**config.mk**
```make
export PLATFORM = sky130hd
export DESIGN_NAME = uart_tx_serializer
export DESIGN_NICKNAME = d
export VERILOG_FILES = /design/src/rtl/uart_pkg.sv /design/src/rtl/parity_generator.sv /design/src/rtl/uart_tx_serializer.sv
export SDC_FILE = /design/constraint.sdc
export NUM_CORES = 1
export LEC_CHECK = 0
export BUFFER_PORTS_ARGS = -buffer_cell sky130_fd_sc_hd__buf_2
export CAP_MARGIN = 20
export CORE_ASPECT_RATIO = 1.1
export CORE_MARGIN = 1.5
export CORE_UTILIZATION = 51
export DETAILED_ROUTE_END_ITERATION = 6
export PLACE_DENSITY = 0.72
export SLEW_MARGIN = 20
export SYNTH_ARGS = -nofsm -noshare
export SYNTH_HDL_FRONTEND = slang
export SYNTH_HIERARCHICAL = 1
export SYNTH_SLANG_ARGS = --single-unit
```
**constraint.sdc**
```tcl
create_clock -name clk -period 1.8 [get_ports clk]
set_clock_uncertainty 0.1 [all_clocks]
set_input_delay 0.09 -clock clk [delete_from_list [all_inputs] [get_ports clk]]
set_output_delay 0.09 -clock clk [all_outputs]
set_load 0.02 [all_outputs]
```
**src/rtl/uart_pkg.sv**
```systemverilog
// uart_pkg: definitions shared by the UART transmit path.
//   - uart_state_e : serializer FSM state encoding
//   - PARITY_*     : PARITY_MODE selector values
//   - CLKS_PER_BIT_DEFAULT : 115200 baud from a 50 MHz clock
package uart_pkg;

  typedef enum logic [2:0] {
    IDLE   = 3'd0,
    START  = 3'd1,
    DATA   = 3'd2,
    PARITY = 3'd3,
    STOP   = 3'd4
  } uart_state_e;

  localparam int PARITY_NONE = 0;
  localparam int PARITY_EVEN = 1;
  localparam int PARITY_ODD  = 2;

  localparam int CLKS_PER_BIT_DEFAULT = 434;

endpackage

```
**src/rtl/parity_generator.sv**
```systemverilog
// parity_generator: combinational even-parity bit of one byte.
//   data_i       [7:0] in  : byte to protect
//   parity_bit_o       out : XOR of all bits of data_i (even parity)
module parity_generator (
  input  logic [7:0] data_i,
  output logic       parity_bit_o
);

  assign parity_bit_o = ^data_i;

endmodule

```
**src/rtl/uart_tx_serializer.sv**
```systemverilog
// uart_tx_serializer: UART transmit framing stage. Accepts one byte per
// valid/ready handshake and shifts out start, 8 data bits (LSB first),
// optional parity and 1 or 2 stop bits, each held CLKS_PER_BIT cycles.
//   clk            in  : system clock, rising edge
//   rst            in  : synchronous active-high reset
//   tx_data  [7:0] in  : byte to send, sampled on handshake only
//   tx_valid       in  : source offers tx_data
//   tx_ready       out : serializer idle and able to accept a byte
//   tx             out : serial line, idles high, registered
//   busy           out : frame in progress (handshake edge to last stop)
module uart_tx_serializer
  import uart_pkg::*;
#(
  parameter int CLKS_PER_BIT = CLKS_PER_BIT_DEFAULT,
  parameter int PARITY_MODE  = PARITY_EVEN,
  parameter int STOP_BITS    = 1
) (
  input  logic       clk,
  input  logic       rst,
  input  logic [7:0] tx_data,
  input  logic       tx_valid,
  output logic       tx_ready,
  output logic       tx,
  output logic       busy
);

  localparam int CNT_W = (CLKS_PER_BIT > 2) ? $clog2(CLKS_PER_BIT) : 1;
  localparam logic [CNT_W-1:0] CNT_LAST = CNT_W'(CLKS_PER_BIT - 1);
  // Unsupported parity / stop settings fall back to none / one stop bit.
  localparam bit HAS_PARITY = (PARITY_MODE == PARITY_EVEN) || (PARITY_MODE == PARITY_ODD);
  localparam bit ODD_PARITY = (PARITY_MODE == PARITY_ODD);
  localparam bit TWO_STOP   = (STOP_BITS == 2);

  uart_state_e      state_q, state_d;
  logic [CNT_W-1:0] cnt_q, cnt_d;
  logic [2:0]       bit_idx_q, bit_idx_d;
  logic [7:0]       shift_q, shift_d;
  logic             parity_q, parity_d;
  logic             tx_q, tx_d;
  logic             busy_q, busy_d;
  logic             ready_q, ready_d;
  logic             gen_parity;
  logic             bit_end;

  // The shift register is untouched during START, so it still holds the
  // accepted byte when the parity bit is captured there.
  parity_generator u_parity (
    .data_i       (shift_q),
    .parity_bit_o (gen_parity)
  );

  assign bit_end = (cnt_q == CNT_LAST);

  // Next-state, counters and next output levels.
  always_comb begin
    state_d   = state_q;
    cnt_d     = cnt_q;
    bit_idx_d = bit_idx_q;
    shift_d   = shift_q;
    parity_d  = parity_q;
    tx_d      = 1'b1;

    case (state_q)
      IDLE: begin
        if (tx_valid && ready_q) begin
          state_d   = START;
          shift_d   = tx_data;
          bit_idx_d = 3'd0;
        end else begin
          state_d = IDLE;
        end
      end
      START: begin
        parity_d = gen_parity ^ ODD_PARITY;
        if (bit_end) begin
          state_d = DATA;
        end else begin
          state_d = START;
        end
      end
      DATA: begin
        if (bit_end) begin
          if (bit_idx_q == 3'd7) begin
            state_d   = HAS_PARITY ? PARITY : STOP;
            bit_idx_d = 3'd0;
          end else begin
            bit_idx_d = bit_idx_q + 3'd1;
            shift_d   = {1'b0, shift_q[7:1]};
          end
        end else begin
          state_d = DATA;
        end
      end
      PARITY: begin
        if (bit_end) begin
          state_d = STOP;
        end else begin
          state_d = PARITY;
        end
      end
      STOP: begin
        if (bit_end) begin
          // bit_idx counts completed stop periods when two are configured.
          if (TWO_STOP && (bit_idx_q == 3'd0)) begin
            bit_idx_d = 3'd1;
          end else begin
            state_d   = IDLE;
            bit_idx_d = 3'd0;
          end
        end else begin
          state_d = STOP;
        end
      end
      default: begin
        state_d   = IDLE;
        bit_idx_d = 3'd0;
      end
    endcase

    if (state_q == IDLE) begin
      cnt_d = '0;
    end else if (bit_end) begin
      cnt_d = '0;
    end else begin
      cnt_d = cnt_q + CNT_W'(1);
    end

    // Outputs are decoded from the next state so tx changes exactly on the
    // bit boundary edge, straight out of a flop.
    case (state_d)
      IDLE:    tx_d = 1'b1;
      START:   tx_d = 1'b0;
      DATA:    tx_d = shift_d[0];
      PARITY:  tx_d = parity_q;
      STOP:    tx_d = 1'b1;
      default: tx_d = 1'b1;
    endcase

    busy_d  = (state_d != IDLE);
    ready_d = (state_d == IDLE);
  end

  // State and output registers with synchronous reset.
  always_ff @(posedge clk) begin
    if (rst) begin
      state_q   <= IDLE;
      cnt_q     <= '0;
      bit_idx_q <= 3'd0;
      shift_q   <= 8'h00;
      parity_q  <= 1'b0;
      tx_q      <= 1'b1;
      busy_q    <= 1'b0;
      ready_q   <= 1'b1;
    end else begin
      state_q   <= state_d;
      cnt_q     <= cnt_d;
      bit_idx_q <= bit_idx_d;
      shift_q   <= shift_d;
      parity_q  <= parity_d;
      tx_q      <= tx_d;
      busy_q    <= busy_d;
      ready_q   <= ready_d;
    end
  end

  assign tx       = tx_q;
  assign busy     = busy_q;
  assign tx_ready = ready_q;

endmodule

```
==> impl_summary.md <==
Status
The run finished with clean final reports.

Synthesis
The post-synthesis cell type with the largest combined area is sky130_fd_sc_hd__dfxtp_1. Ranked by total cell area, the synthesized netlist is headed by sky130_fd_sc_hd__dfxtp_1 41%, sky130_fd_sc_hd__nor2_1 8.6%, sky130_fd_sc_hd__xnor2_1 8.0%. The number of library cell types mapped by synthesis is 35.

The cell area after synthesis is 1310 µm². The portion of synthesized cell area occupied by the leading cell type is 41.2%. After synthesis, flip-flops and latches occupy 41.2% of the total area.

The synthesized area per cell is 9.05 µm². The fraction of registers with async set or reset after synthesis is 0%. The flip-flop cell with the highest count after synthesis is sky130_fd_sc_hd__dfxtp_1. After technology mapping, the gate count stands at 145. For this run, the number of Yosys warnings is 6. When the netlist entered floorplanning its net count stood at 160. The synthesized design contains 0 enable-type register cells. The register bit count reported by yosys is 27.

Floorplanning
The overall die area is 2890 µm². The effective utilization at floorplan is 53.1%. The floorplan step set the die width to 51.4 µm. The number of top-level pins is 14. The cell row count is 19.

The total core area is 2470 µm². The die is 56.2 µm tall.

GRT
Entering global routing, the biggest net connects 20 pins. The initial antenna violation count is 0. The total routing resource utilization after global routing is 21.7%. The first global-routing pass estimated 4830 µm of wire.

The via count of the first global-routing pass is 1182. Summed over all layers, the global routing overflow is 0.

Timing
Of the available clock period, the critical path in the final layout requires 97.3%. The count of endpoints failing setup in the final report is 0. Setup repair after global routing could not meet its margin everywhere.

Timing would allow up to 571 MHz. In this run the tightest slew margin relative to its limit is 76.1%. The worst hold slack across all endpoints is 28.5 ps. Summed over all failing endpoints, the final setup total negative slack is 0 ps. The final critical-path required period is 1750 ps. The slew at the pin closest to its max-slew limit is 359 ps.

The count of endpoints failing hold in the final timing report is 0. The count of pins over their slew limit is 0.

Worst hold path
The hold path startpoint is rst. The hold-critical path depth is 2. The endpoint of the worst hold-timing path is shift_q[2]$_SDFFE_PP0P_. The worst hold-check path type is input port to flip-flop.

Placed design
The placed wire-length estimate after detailed placement is 1960 µm. In this run the tool buffered the top-level ports with 13 buffer cells. The congestion estimate from routability-driven global placement came to 0.917.

Final layout
In the layout the commonest cells are 30 x sky130_fd_sc_hd__nor2_1, 23 x sky130_fd_sc_hd__dfxtp_1, 13 x sky130_fd_sc_hd__buf_2, 13 x sky130_fd_sc_hd__buf_4, 12 x sky130_fd_sc_hd__xnor2_1. From synthesis to final layout, the design area changed by 23.0%. The fraction of final layout cells sized beyond drive strength 1 is 27.4%.

The repair_antennas step left the layout with diodes totalling 0. The total number of nets in the final design is 191. The most common library cell in the layout ignoring fill and taps is sky130_fd_sc_hd__nor2_1.

Drt
For this block, wires on met1 add up to 1190 µm. Wire segments on met3 add up to 134 µm in the final route. In the routed layout, each cell is associated on average with a via count of 5.65. The highest routed metal layer is met4.

The count of nets left with antenna violations once routing finished came out at 0. The number of design rule violations left after detail routing is 0. The first detailed-routing pass ran for 5 iterations. The number of vias in the routed layout is 1163. Dividing the detail-routed wire length by the instance count gives 14.3 µm. The total met2 wirelength after detailed routing is 1600 µm. The total wire length is 2960 µm. The violation count after the first detailed-routing iteration is 68.

Clock network
The TritonCTS clock tree is done. For this design, the sink count on the clock tree is 27. In this run the clock root is driven by a sky130_fd_sc_hd__clkbuf_4. Buffers inserted during clock tree synthesis total 3. The post-CTS setup buffer count is 0. The clock insertion delay at the later pin of the skew report is 320 ps. The clock passes through at most 2 buffers. CTS built an H-tree with a depth of 1. The clock slew seen by the registers of the worst setup and hold paths is 150 ps.

Critical path
The reg-to-reg critical path startpoint is state_q[0]$_SDFF_PP0_. The maximum fanout along the worst path is 8. The critical path starts at state_q[0]$_SDFF_PP0_. The register-to-register path setup slack is 50 ps. For the worst setup path, the data required time is 1920 ps. The worst setup path is launched from a flip-flop.

The worst-case reg-to-reg path depth is 5. The critical path data arrival time is 1870 ps. The endpoint of the lowest-slack register-to-register path is shift_q[2]$_SDFFE_PP0P_.

The start-to-end type of the worst setup path is flip-flop to flip-flop. The worst setup path is captured at a flip-flop.

Pwr
The total power divided by cell area is 680 nW/µm². The analysis attributes to cell leakage a power of 0.612 nW. IR analysis of the VDD net gives a maximum drop of 0.000539 V.

Job
The number of maximum-capacitance constraint violations is 0.
[cell type report]
| cell class | instances | area (µm²) |
|---|---|---|
| clock buffers | 4 | 26.3 |
| fillers | 218 | 858 |
| inverters | 5 | 18.8 |
| multi-input cells | 106 | 752 |
| flip-flops and latches | 27 | 546 |
| well taps | 31 | 38.8 |
| repair buffers | 33 | 233 |
[cell families (layout without fill, tap and decap cells)]
logic type	Yosys count	count (layout)	synth area share [%]
AND/OR/NAND/NOR	64	64	24.2
buffers and inverters	12	42	5.62
multiplexers	3	3	2.29
adder cells (fa/ha/maj)	4	4	3.81
flip-flops	27	27	41.2
XOR/XNOR	15	15	10.0
AO/OA/AOI/OAI	20	20	12.9
[metrics by stage]
stage / utilization [%] / instance area (µm²) / setup slack (ps) / instances / power, W
after global placement: 59.0 / 1460 / -39.0 / 195 / 0.000820
after detailed placement: 59.0 / 1460 / -102 / 195 / 0.000825
after floorplan: - / 1310 / 4.13 / 145 / 0.000778
final: 65.3 / 1610 / 48.6 / 206 / 0.00110
after global routing: 65.3 / 1610 / -34.0 / 206 / 0.00116
after CTS: 63.3 / 1570 / 11.7 / 206 / 0.00109
[worst max-delay path by stage]
stage	end	depth (start not counted)
after CTS	bit_idx_q[0]$_SDFFE_PP0P_	7
final	shift_q[2]$_SDFFE_PP0P_	5
after global placement	shift_q[1]$_SDFFE_PP0P_	7
after floorplan	cnt_q[2]$_SDFF_PP0_	8
after detailed placement	cnt_q[8]$_SDFF_PP0_	6
after global routing	shift_q[2]$_SDFFE_PP0P_	5
[critical path: stages (launching register included)]
cell,delay (ps)
sky130_fd_sc_hd__dfxtp_2,390
sky130_fd_sc_hd__or3b_4,450
sky130_fd_sc_hd__nor2_4,130
sky130_fd_sc_hd__o22ai_4,120
sky130_fd_sc_hd__a222oi_1,380
sky130_fd_sc_hd__nor2_1,80
[repair_timing]
action / CTS / global route
resized for setup: 3 / 14
gates cloned: 0 / 0
pin swaps: 0 / 11
endpoints found under the hold margin: 7 / 0
hold buffers: 7 / 0
setup endpoints to repair: 19 / 12
[synth_stat cells, types with 3 or more instances]
cell type,count
sky130_fd_sc_hd__a222oi_1,6
sky130_fd_sc_hd__nand2_1,6
sky130_fd_sc_hd__dfxtp_1,27
sky130_fd_sc_hd__a21oi_1,6
sky130_fd_sc_hd__and3_1,5
sky130_fd_sc_hd__ha_1,4
sky130_fd_sc_hd__mux2i_1,3
sky130_fd_sc_hd__buf_6,3
sky130_fd_sc_hd__xnor2_1,12
sky130_fd_sc_hd__or3_1,3
sky130_fd_sc_hd__nor2b_1,3
sky130_fd_sc_hd__xor2_1,3
sky130_fd_sc_hd__nand3_1,5
sky130_fd_sc_hd__nor2_1,30
sky130_fd_sc_hd__inv_1,5
[registers in the layout, summed over array words and instances, names as in the netlist]
| signal | count |
|---|---|
| busy | 1 |
| cnt_q | 9 |
| bit_idx_q | 3 |
| tx_ready | 1 |
| tx | 1 |
| parity_q | 1 |
| shift_q | 8 |
| state_q | 3 |
[routing by layer]
metal / global-route usage, % / vias up
li1: - / 568
met1: 24.6 / 554
met2: 38.8 / 35
met3: 3.76 / 6
met4: 9.40 / 0
met5: 0 / -
[where the power goes]
group	switching (W)	total (W)	internal [W]
Combinational	0.0000933	0.000189	0.0000954
Clock	0.000175	0.000262	0.0000866
Sequential	0.0000229	0.000647	0.000624
Power figures use the tool's default switching activity.
